===== src/rtl/ro_puf_sequencer_pkg.sv =====
// Shared types and default constants for the RO PUF sequencer.
// Holds the FSM state encoding and a width helper.
package ro_puf_sequencer_pkg;

  typedef enum logic [2:0] {
    IDLE,
    CLEAR,
    MEASURE,
    HOLD,
    COMPARE,
    DONE
  } state_e;

  localparam int NUM_RO_D = 16;
  localparam int SEL_W_D  = 4;
  localparam int CNT_W_D  = 12;
  localparam int WINDOW_D = 4000;
  localparam int CLR_D    = 4;
  localparam int HOLD_D   = 4;

  function automatic int max3(
    input int a,
    input int b,
    input int c
  );
    int m;
    m = (a > b) ? a : b;
    return (m > c) ? m : c;
  endfunction

endpackage


===== src/rtl/ro_puf_sequencer_if.sv =====
// Response handshake bundle between the PUF sequencer
// and its consumer.
interface ro_puf_sequencer_if #(
  parameter int NUM_RO = 16,
  parameter int SEL_W  = 4
);
  logic [NUM_RO-1:0] response;
  logic              resp_valid;
  logic              resp_ready;
  logic [SEL_W:0]    tie_cnt;
  logic              sat_flag;

  modport master (
    output response,
    output resp_valid,
    output tie_cnt,
    output sat_flag,
    input  resp_ready
  );

  modport slave (
    input  response,
    input  resp_valid,
    input  tie_cnt,
    input  sat_flag,
    output resp_ready
  );
endinterface


===== src/rtl/ro_puf_sequencer_timer.sv =====
// Loadable down-counter shared by all timed phases.
// zero is high once the loaded count has run out.
module puf_phase_timer #(
  parameter int W = 12
) (
  input  logic         clock,
  input  logic         reset,
  input  logic         load,
  input  logic         tick,
  input  logic [W-1:0] load_val,
  output logic         zero
);
  logic [W-1:0] cnt;

  always_ff @(posedge clock) begin
    if (reset) begin
      cnt <= '0;
    end else if (load) begin
      cnt <= load_val;
    end else if (tick && cnt != '0) begin
      cnt <= cnt - 1'b1;
    end
  end

  assign zero = (cnt == '0);
endmodule


===== src/rtl/ro_puf_sequencer.sv =====
// Challenge sequencer / response collector for the RO PUF.
// Steps RO pairs, compares edge counts, builds one response word.
module ro_puf_sequencer
  import ro_puf_sequencer_pkg::*;
#(
  parameter int NUM_RO      = NUM_RO_D,
  parameter int SEL_W       = SEL_W_D,
  parameter int CNT_W       = CNT_W_D,
  parameter int WINDOW      = WINDOW_D,
  parameter int CLR_CYCLES  = CLR_D,
  parameter int HOLD_CYCLES = HOLD_D
) (
  input  logic             clock,
  input  logic             reset,
  input  logic             start,
  input  logic [CNT_W-1:0] count_a,
  input  logic [CNT_W-1:0] count_b,
  output logic [SEL_W-1:0] sel_a,
  output logic [SEL_W-1:0] sel_b,
  output logic             ro_enable,
  output logic             ro_reset,
  output logic             busy,
  ro_puf_sequencer_if.master rsp
);
  localparam int TW =
    $clog2(max3(WINDOW, CLR_CYCLES, HOLD_CYCLES) + 1);
  localparam logic [SEL_W-1:0] K_LAST = SEL_W'(NUM_RO - 1);

  state_e           state, state_d;
  logic [SEL_W-1:0] k, k_d;
  logic             load, zero;
  logic [TW-1:0]    load_val;

  logic [SEL_W-1:0]  sel_a_d, sel_b_d;
  logic              ro_en_d, ro_rst_d, busy_d, valid_d;
  logic [NUM_RO-1:0] resp_d;
  logic [SEL_W:0]    tie_d;
  logic              sat_d;

  puf_phase_timer #(.W(TW)) u_timer (
    .clock    (clock),
    .reset    (reset),
    .load     (load),
    .tick     (1'b1),
    .load_val (load_val),
    .zero     (zero)
  );

  always_ff @(posedge clock) begin
    if (reset) begin
      state          <= IDLE;
      k              <= '0;
      sel_a          <= '0;
      sel_b          <= SEL_W'(1);
      ro_enable      <= 1'b0;
      ro_reset       <= 1'b1;
      busy           <= 1'b0;
      rsp.resp_valid <= 1'b0;
      rsp.response   <= '0;
      rsp.tie_cnt    <= '0;
      rsp.sat_flag   <= 1'b0;
    end else begin
      state          <= state_d;
      k              <= k_d;
      sel_a          <= sel_a_d;
      sel_b          <= sel_b_d;
      ro_enable      <= ro_en_d;
      ro_reset       <= ro_rst_d;
      busy           <= busy_d;
      rsp.resp_valid <= valid_d;
      rsp.response   <= resp_d;
      rsp.tie_cnt    <= tie_d;
      rsp.sat_flag   <= sat_d;
    end
  end

  always_comb begin
    state_d = state;
    k_d     = k;
    unique case (state)
      IDLE: begin
        if (start) begin
          state_d = CLEAR;
          k_d     = '0;
        end
      end
      CLEAR:   if (zero) state_d = MEASURE;
      MEASURE: if (zero) state_d = HOLD;
      HOLD:    if (zero) state_d = COMPARE;
      COMPARE: begin
        if (k == K_LAST) begin
          state_d = DONE;
        end else begin
          state_d = CLEAR;
          k_d     = k + 1'b1;
        end
      end
      DONE:    if (rsp.resp_ready) state_d = IDLE;
      default: state_d = IDLE;
    endcase
  end

  // Timer is armed on the edge that enters a timed phase.
  always_comb begin
    load     = (state_d != state);
    load_val = '0;
    unique case (1'b1)
      state_d == CLEAR:   load_val = TW'(CLR_CYCLES - 1);
      state_d == MEASURE: load_val = TW'(WINDOW - 1);
      state_d == HOLD:    load_val = TW'(HOLD_CYCLES - 1);
      default:            load_val = '0;
    endcase
  end

  always_comb begin
    ro_rst_d = (state_d == IDLE) || (state_d == CLEAR)
            || (state_d == DONE);
    ro_en_d  = (state_d == MEASURE);
    busy_d   = (state_d != IDLE);
    valid_d  = (state_d == DONE);
    sel_a_d  = sel_a;
    sel_b_d  = sel_b;
    resp_d   = rsp.response;
    tie_d    = rsp.tie_cnt;
    sat_d    = rsp.sat_flag;
    if (state_d == CLEAR) begin
      sel_a_d = k_d;
      sel_b_d = (k_d == K_LAST) ? '0 : k_d + 1'b1;
    end
    if (state == IDLE && start) begin
      resp_d = '0;
      tie_d  = '0;
      sat_d  = 1'b0;
    end
    if (state == COMPARE) begin
      resp_d[k] = (count_a > count_b);
      if (count_a == count_b) tie_d = tie_d + 1'b1;
      if ((&count_a) || (&count_b)) sat_d = 1'b1;
    end
  end
endmodule


===== src/flat_wrapper.sv =====
// flat-port wrapper written by rule: the top's interface ports become plain ports
module ro_puf_sequencer_flat import ro_puf_sequencer_pkg::*;
#(
  parameter int NUM_RO      = NUM_RO_D,
  parameter int SEL_W       = SEL_W_D,
  parameter int CNT_W       = CNT_W_D,
  parameter int WINDOW      = WINDOW_D,
  parameter int CLR_CYCLES  = CLR_D,
  parameter int HOLD_CYCLES = HOLD_D
)
  (clock, reset, start, count_a, count_b, sel_a, sel_b, ro_enable, ro_reset, busy, rsp_response, rsp_resp_valid, rsp_tie_cnt, rsp_sat_flag, rsp_resp_ready);
  ro_puf_sequencer_if #(.NUM_RO(NUM_RO), .SEL_W(SEL_W)) rsp_i ();
  input  logic clock;
  input  logic reset;
  input  logic start;
  input  logic [CNT_W-1:0] count_a;
  input  logic [CNT_W-1:0] count_b;
  output logic [SEL_W-1:0] sel_a;
  output logic [SEL_W-1:0] sel_b;
  output logic ro_enable;
  output logic ro_reset;
  output logic busy;
  output wire logic [$bits(rsp_i.response)-1:0] rsp_response;
  output wire logic [$bits(rsp_i.resp_valid)-1:0] rsp_resp_valid;
  output wire logic [$bits(rsp_i.tie_cnt)-1:0] rsp_tie_cnt;
  output wire logic [$bits(rsp_i.sat_flag)-1:0] rsp_sat_flag;
  input wire logic [$bits(rsp_i.resp_ready)-1:0] rsp_resp_ready;
  assign rsp_response = rsp_i.response;
  assign rsp_resp_valid = rsp_i.resp_valid;
  assign rsp_tie_cnt = rsp_i.tie_cnt;
  assign rsp_sat_flag = rsp_i.sat_flag;
  assign rsp_i.resp_ready = rsp_resp_ready;
  ro_puf_sequencer #(.NUM_RO(NUM_RO), .SEL_W(SEL_W), .CNT_W(CNT_W), .WINDOW(WINDOW), .CLR_CYCLES(CLR_CYCLES), .HOLD_CYCLES(HOLD_CYCLES)) u_core (.clock(clock), .reset(reset), .start(start), .count_a(count_a), .count_b(count_b), .sel_a(sel_a), .sel_b(sel_b), .ro_enable(ro_enable), .ro_reset(ro_reset), .busy(busy), .rsp(rsp_i));
endmodule

===== config.mk =====
export PLATFORM = sky130hd
export DESIGN_NAME = ro_puf_sequencer_flat
export DESIGN_NICKNAME = d
export VERILOG_FILES = /design/src/rtl/ro_puf_sequencer_pkg.sv /design/src/rtl/ro_puf_sequencer_if.sv /design/src/rtl/ro_puf_sequencer_timer.sv /design/src/rtl/ro_puf_sequencer.sv /design/src/flat_wrapper.sv
export SDC_FILE = /design/constraint.sdc
export NUM_CORES = 1
export LEC_CHECK = 0
export CAP_MARGIN = 0
export CORE_MARGIN = 8
export CORE_UTILIZATION = 34
export DETAILED_ROUTE_END_ITERATION = 6
export GPL_ROUTABILITY_DRIVEN = 1
export SYNTH_ARGS = -nofsm -noshare
export SYNTH_HDL_FRONTEND = slang
export SYNTH_HIERARCHICAL = 1
export SYNTH_SLANG_ARGS = --single-unit

===== constraint.sdc =====
create_clock -name clock -period 3.7 [get_ports clock]
set_input_delay 0.925 -clock clock [delete_from_list [all_inputs] [get_ports clock]]
set_output_delay 0.925 -clock clock [all_outputs]
set_load 0.05 [all_outputs]

After elaboration in Yosys (flattened, before gate mapping). Index checks and enable logic that the tools add are counted.

Word-level logic and storage cells: 71. Input port bits: 28. Bits in registers: 53.

$add $sub $neg: 4. $lt $le $gt $ge: 3. Equal/unequal tests: 13. Reduce and logical (&&, ||, !) cells: 14. Muxes and demuxes: 25.

Operator list (number): $mux W16 (2); $mux W12 (2); $pmux W12 S2 (1); $reduce_and A12 Y1 (2); $mux W3 (6); $pmux W3 S6 (1); $bwmux W16 (1); $mux W5 (3); $eq A12 B12 Y1 (1); $eq A3 B2 Y1 const B (4); $gt A12 B12 Y1 (1); $logic_not A12 Y1 (1); $mux W4 (3); $reduce_bool A12 Y1 (1); $sub A12 B1 Y12 const B (1); $eq A3 B3 Y1 const B (3); $add A4 B1 Y4 const B (2); $eq A4 B4 Y1 const B (2); $pmux W4 S2 (1); $eq A3 B1 Y1 const B (2); $logic_not A3 Y1 (2); $add A5 B1 Y5 const B (1); $lt A4 B5 Y1 const B (1); $demux W1 S4 (1); 8 further kinds (14).

Longest topological paths before layout.
Depth after elaboration: 7. Depth in mapped cells: 12.

By module. The synthesis kept the hierarchy.

By module, submodules not included: ro_puf_sequencer (area each 2289.7 um2, cells each 272, times used 1); puf_phase_timer (area each 753.2 um2, cells each 90, times used 1).

Worst setup path before layout. No wires, ideal clock.

Kind: register to register. From: register u_core.u_timer.cnt[0]. To: register u_core.sel_b[0]. Arrival: 2.698 ns. Path slack: 0.883 ns. Path buffers: 1. Period minus slack after synthesis: 2.817 ns. Stages on the path, launching flop included: 11. Required time: 3.580 ns. Path through: dfxtp_1 inv_1 ha_1 or4b_2 nor3_2 nand2_1 o21a_1 o211a_1 buf_4 nor2b_1 a211o_1.

Cells in the longest elaborated chain, start to end: 4. Elaborated cells between the ends (all ways): 6. Those cells by class: eq/ne (1); mux (4); reduce/logical (1).

Ends and longest elaborated chain: start, declared (RTL line ro_puf_sequencer_timer.sv:13) `logic [W-1:0] cnt;`; start signal, assigned (RTL line ro_puf_sequencer_timer.sv:19) `cnt <= load_val;`; start signal, assigned (RTL line ro_puf_sequencer_timer.sv:21) `cnt <= cnt - 1'b1;`; $logic_not A12 Y1 (*) (RTL line ro_puf_sequencer_timer.sv:25) `assign zero = (cnt == '0);`; named net u_core.zero (RTL line ro_puf_sequencer.sv:31) `logic load, zero;`; $mux W3 (on tied branches) (RTL line ro_puf_sequencer.sv:89, ro_puf_sequencer.sv:87, ro_puf_sequencer.sv:88); $pmux W3 S6 (*) (RTL line ro_puf_sequencer.sv:80) `unique case (state)`; $eq A3 B1 Y1 (*) (RTL line ro_puf_sequencer.sv:126) `if (state_d == CLEAR) begin`; end signal, assigned (RTL line ro_puf_sequencer.sv:66) `sel_b <= sel_b_d;`; end, declared (RTL line ro_puf_sequencer.sv:19) `output logic [SEL_W-1:0] sel_b,`.

The timed path passes the listed nets; every way through them passes the cells marked *. A chain may end at the register's enable or synchronous reset.

Final worst setup path.
From: input port start. To: register u_core.sel_b[3].

Cells in the longest elaborated chain, start to end: 4. Elaborated cells between the ends (all ways): 8. Those cells by class: add/sub (1); eq/ne (2); mux (5).

Ends and longest elaborated chain: start, declared (RTL line flat_wrapper.sv:15) `input logic start;`; $mux W4 (*) (RTL line ro_puf_sequencer.sv:82) `if (start) begin`; $pmux W4 S2 (*) (RTL line ro_puf_sequencer.sv:80); named net u_core.k_d[0] (RTL line ro_puf_sequencer.sv:30) `logic [SEL_W-1:0] k, k_d;`; $add A4 B1 Y4 / $eq A4 B4 Y1 (equally long branches) (RTL line ro_puf_sequencer.sv:128) `sel_b_d = (k_d == K_LAST) ? '0 : k_d + 1'b1;`; $mux W4 (*) (RTL line ro_puf_sequencer.sv:128).

Marks and branches as above.

==> impl_metrics.env <==
export IMPL_status="finished clean"
export IMPL_overflow=0
export IMPL_finalSetupViolCount=0
export IMPL_hold_class="reg -> reg"
export IMPL_routedWlPerCell_um=14.43
export IMPL_first_pass_iters=5
export IMPL_die_h_um=110.6
export IMPL_async_flop_share_pct=0
export IMPL_drtIter0Drc=126
export IMPL_drt_vias_per_instance=5.207
export IMPL_r2r_start="u_core/u_timer/cnt[0]$_SDFFE_PP0P_"
export IMPL_swShare_pct=39.77
export IMPL_avgSynthCellArea_um2=8.406
export IMPL_final_layout_size_suffix_gt1_share_pct=5.728
export IMPL_via_count=2744
export IMPL_portBuffers=61
export IMPL_path_cells="clkdlybuf4s50_1 -> or4b_1 -> o211ai_1 -> o21ai_0 -> ha_1 -> nor3_1 -> o21ai_0 -> a211oi_2"
export IMPL_total_power_w=0.002050
export IMPL_hold_depth=2
export IMPL_ctsHoldBuffers=0
export IMPL_final_util_pct=44.25
export IMPL_slew_violations=0
export IMPL_max_slew_worst_pin_slew_ns=1.186
export IMPL_seqPwrFrac_pct=37.0
export IMPL_syn_inst=362
export IMPL_worstReg2RegEnd="u_core/sel_b[0]$_SDFFE_PP1N_"
export IMPL_path_clk_slew_ns=0.10
export IMPL_place_inst=519
export IMPL_finalHoldViolations=0
export IMPL_grt_pass1_wl_um=12770
export IMPL_p_int_w=0.001235
export IMPL_power_switching_w=0.0008154
export IMPL_cpMaxStageDelayCell="clkdlybuf4s50_1"
export IMPL_detail_route_antenna_nets=0
export IMPL_cts_resized=0
export IMPL_stdcell_count=527
export IMPL_p_leak_nw=1.474
export IMPL_drc=0
export IMPL_drt_wl_total_um=7603
export IMPL_die_w_um=110.6
export IMPL_cp_depth=8
export IMPL_synth_seq_cells=53
export IMPL_ys_warnings_count=6
export IMPL_synth_area_um2=3043
export IMPL_cp_max_fo=7
export IMPL_htreeDepth=2
export IMPL_fin_setup_tns_ns=0
export IMPL_cts_sinks=53
export IMPL_track_usage_pct=12.12
export IMPL_slowest_delay_ns=0.58
export IMPL_rsz0062_at_grt="false"
export IMPL_min_to="u_core/rsp.sat_flag$_SDFF_PP0_"
export IMPL_ys_flop_type="dfxtp_1"
export IMPL_vdd_ir_drop_max_v=0.0003060
export IMPL_synth_top_cell_by_area="dfxtp_1"
export IMPL_place_gp_congestion=0.8200
export IMPL_cts_tree="yes"
export IMPL_worstHoldStart="u_core/rsp.sat_flag$_SDFF_PP0_"
export IMPL_dieArea_um2=12230
export IMPL_fin_nets=466
export IMPL_clk_latency_ns=0.31
export IMPL_crit_buf_inv=1
export IMPL_fmax_mhz=337.0
export IMPL_power_density_nw_per_um2=531.3
export IMPL_seq_area_frac_synth_pct=34.87
export IMPL_crit_family="simple AND/OR/NAND/NOR gates"
export IMPL_ys_types=63
export IMPL_cts_setup_buffers=0
export IMPL_area_growth_syn_to_layout_pct=26.81
export IMPL_cts_buffers=5
export IMPL_io_pins=62
export IMPL_grt_pass1_vias=2609
export IMPL_dp_hpwl_um=5781
export IMPL_floorplan_initialDensity_pct=34.89
export IMPL_synthDominantCellAreaShare_pct=34.87
export IMPL_comb_power_share_pct=43.5
export IMPL_cts_root_buffer="clkbuf_8"
export IMPL_post_route_period_util_pct=80.21
export IMPL_regToRegSetupSlack_ns=0.84
export IMPL_synth_edf_count=0
export IMPL_end_kind="flip-flop"
export IMPL_period_minus_slack_ns=2.968
export IMPL_grt_max_degree=37
export IMPL_antenna_found_initial=0
export IMPL_rows=34
export IMPL_maxCapViolations=0
export IMPL_cp_data_required_time_ns=3.94
export IMPL_relSlewSlack_pct=20.77
export IMPL_ys_top_cells_by_area="dfxtp_1, ha_1, o21ai_0"
export IMPL_worst_ep_arrival_time_ns=3.20
export IMPL_antenna_cells=0
export IMPL_core_um2=8721
export IMPL_start_kind="input pin"
export IMPL_cpMostUsedCell="o21ai_0"
export IMPL_clock_skew_ns=0.009755
export IMPL_ff2ff_path_depth=10
export IMPL_cts_buffer_depth=2
export IMPL_worstSetupPathType="in -> reg"
export IMPL_p_clk_share_pct=19.5
-- worst min-delay path, stage by stage (launching register included) --
cell and delay [ns]:
dfxtp_1 0.33, nand2_1 0.05, a21oi_1 0.05
-- power by group through the flow --
stage,Clock [W],Combinational (W),Sequential (W)
after global placement,0,0.000872,0.000766
after detailed placement,0,0.000889,0.000768
after floorplan,0,0.000626,0.000803
after global routing,0.000443,0.000990,0.000776
after CTS,0.000421,0.000893,0.000755
final,0.000400,0.000892,0.000759
-- registers in the layout, summed over array words and instances, names as in the netlist --
name                   flops
u_core/rsp.sat_flag        1
u_core/sel_a               4
u_core/u_timer/cnt        12
u_core/rsp.tie_cnt         5
u_core/ro_reset            1
u_core/rsp.resp_valid      1
u_core/ro_enable           1
u_core/state               3
u_core/busy                1
u_core/rsp.response       16
u_core/sel_b               4
u_core/k                   4
-- cells by family (layout without fill, tap and decap cells) --
| logic type | Yosys count | in the layout | synth area share, % |
|---|---|---|---|
| buffers and inverters | 42 | 98 | 5.921 |
| flip-flops | 53 | 53 | 34.87 |
| other | 2 | 3 | 0.2468 |
| XOR/XNOR | 9 | 9 | 2.591 |
| AO/OA/AOI/OAI | 84 | 84 | 18.83 |
| multiplexers | 7 | 7 | 2.303 |
| AND/OR/NAND/NOR | 145 | 145 | 27.02 |
| adder cells (fa/ha/maj) | 20 | 20 | 8.224 |
-- final cells by class --
cell class                 instances  area, um2
inverter                          23      86.33
fill                             851       4862
tap                              108      135.1
multi-input combinational        268       1805
clock inverter                     3      46.29
clock buffer                       5      68.82
timing repair buffer              67      655.6
sequential                        53       1061
-- through the flow --
stage	worst slack [ns]	cell area, um2	hold slack (ns)
2_1_floorplan	0.8827	3047	0.4694
3_3_place_gp	0.4884	3744	0.4636
3_5_place_dp	0.3896	3744	0.4660
4_1_cts	0.7274	3859	0.4817
5_1_grt	0.5390	3859	0.5049
6_report	0.7323	3859	0.4744
-- cell usage after synthesis (all sizes together), types with 3 or more instances --
cell and instances:
a21oi 14, clkbuf 10, xor2 3, nor2 29, or4 5, o21a 4
xnor2 6, a21o 4, buf 9, nand4 13, nor4 3, a311oi 5
nand3 17, ha 20, inv 23, nand2b 3, nor3 13, nor3b 6
o21ai 24, nand2 22, a211oi 4, and2 7, or3 4, mux2i 7
o31a 4, nor2b 9, dfxtp 53, o31ai 5
-- cells in the final DEF (no fill, tap or decap), types with 9 or more instances in the layout --
cell type        count
nand2_1             22
nor2b_1              9
a21oi_1             14
ha_1                20
nand4_1             13
nor3_1              12
inv_1               23
dfxtp_1             53
o21ai_0             24
nand3_1             16
nor2_1              29
clkdlybuf4s50_1     61
-- per-layer routing --
metal  GRT usage [%]  up-vias  share of wire, %
li1                -     1424                 -
met1           15.99     1260                51
met2           18.68       58                44
met3           2.706        2               4.6
met4           4.595        0              0.76
met5               0        -                 0
-- how the worst max path moves through the flow --
| stage | from | endpoint | slack (ns) |
|---|---|---|---|
| floorplan | u_core/u_timer/cnt[0]$_SDFFE_PP0P_ | u_core/sel_b[0]$_SDFFE_PP1N_ | 0.88 |
| global placement | start | u_core/sel_b[3]$_SDFFE_PP0N_ | 0.49 |
| detailed placement | start | u_core/sel_b[3]$_SDFFE_PP0N_ | 0.39 |
| CTS | start | u_core/sel_b[3]$_SDFFE_PP0N_ | 0.73 |
| global route | start | u_core/sel_b[3]$_SDFFE_PP0N_ | 0.54 |
| finish | start | u_core/sel_b[3]$_SDFFE_PP0N_ | 0.73 |
Note: power is estimated with default switching activity, not from simulation.
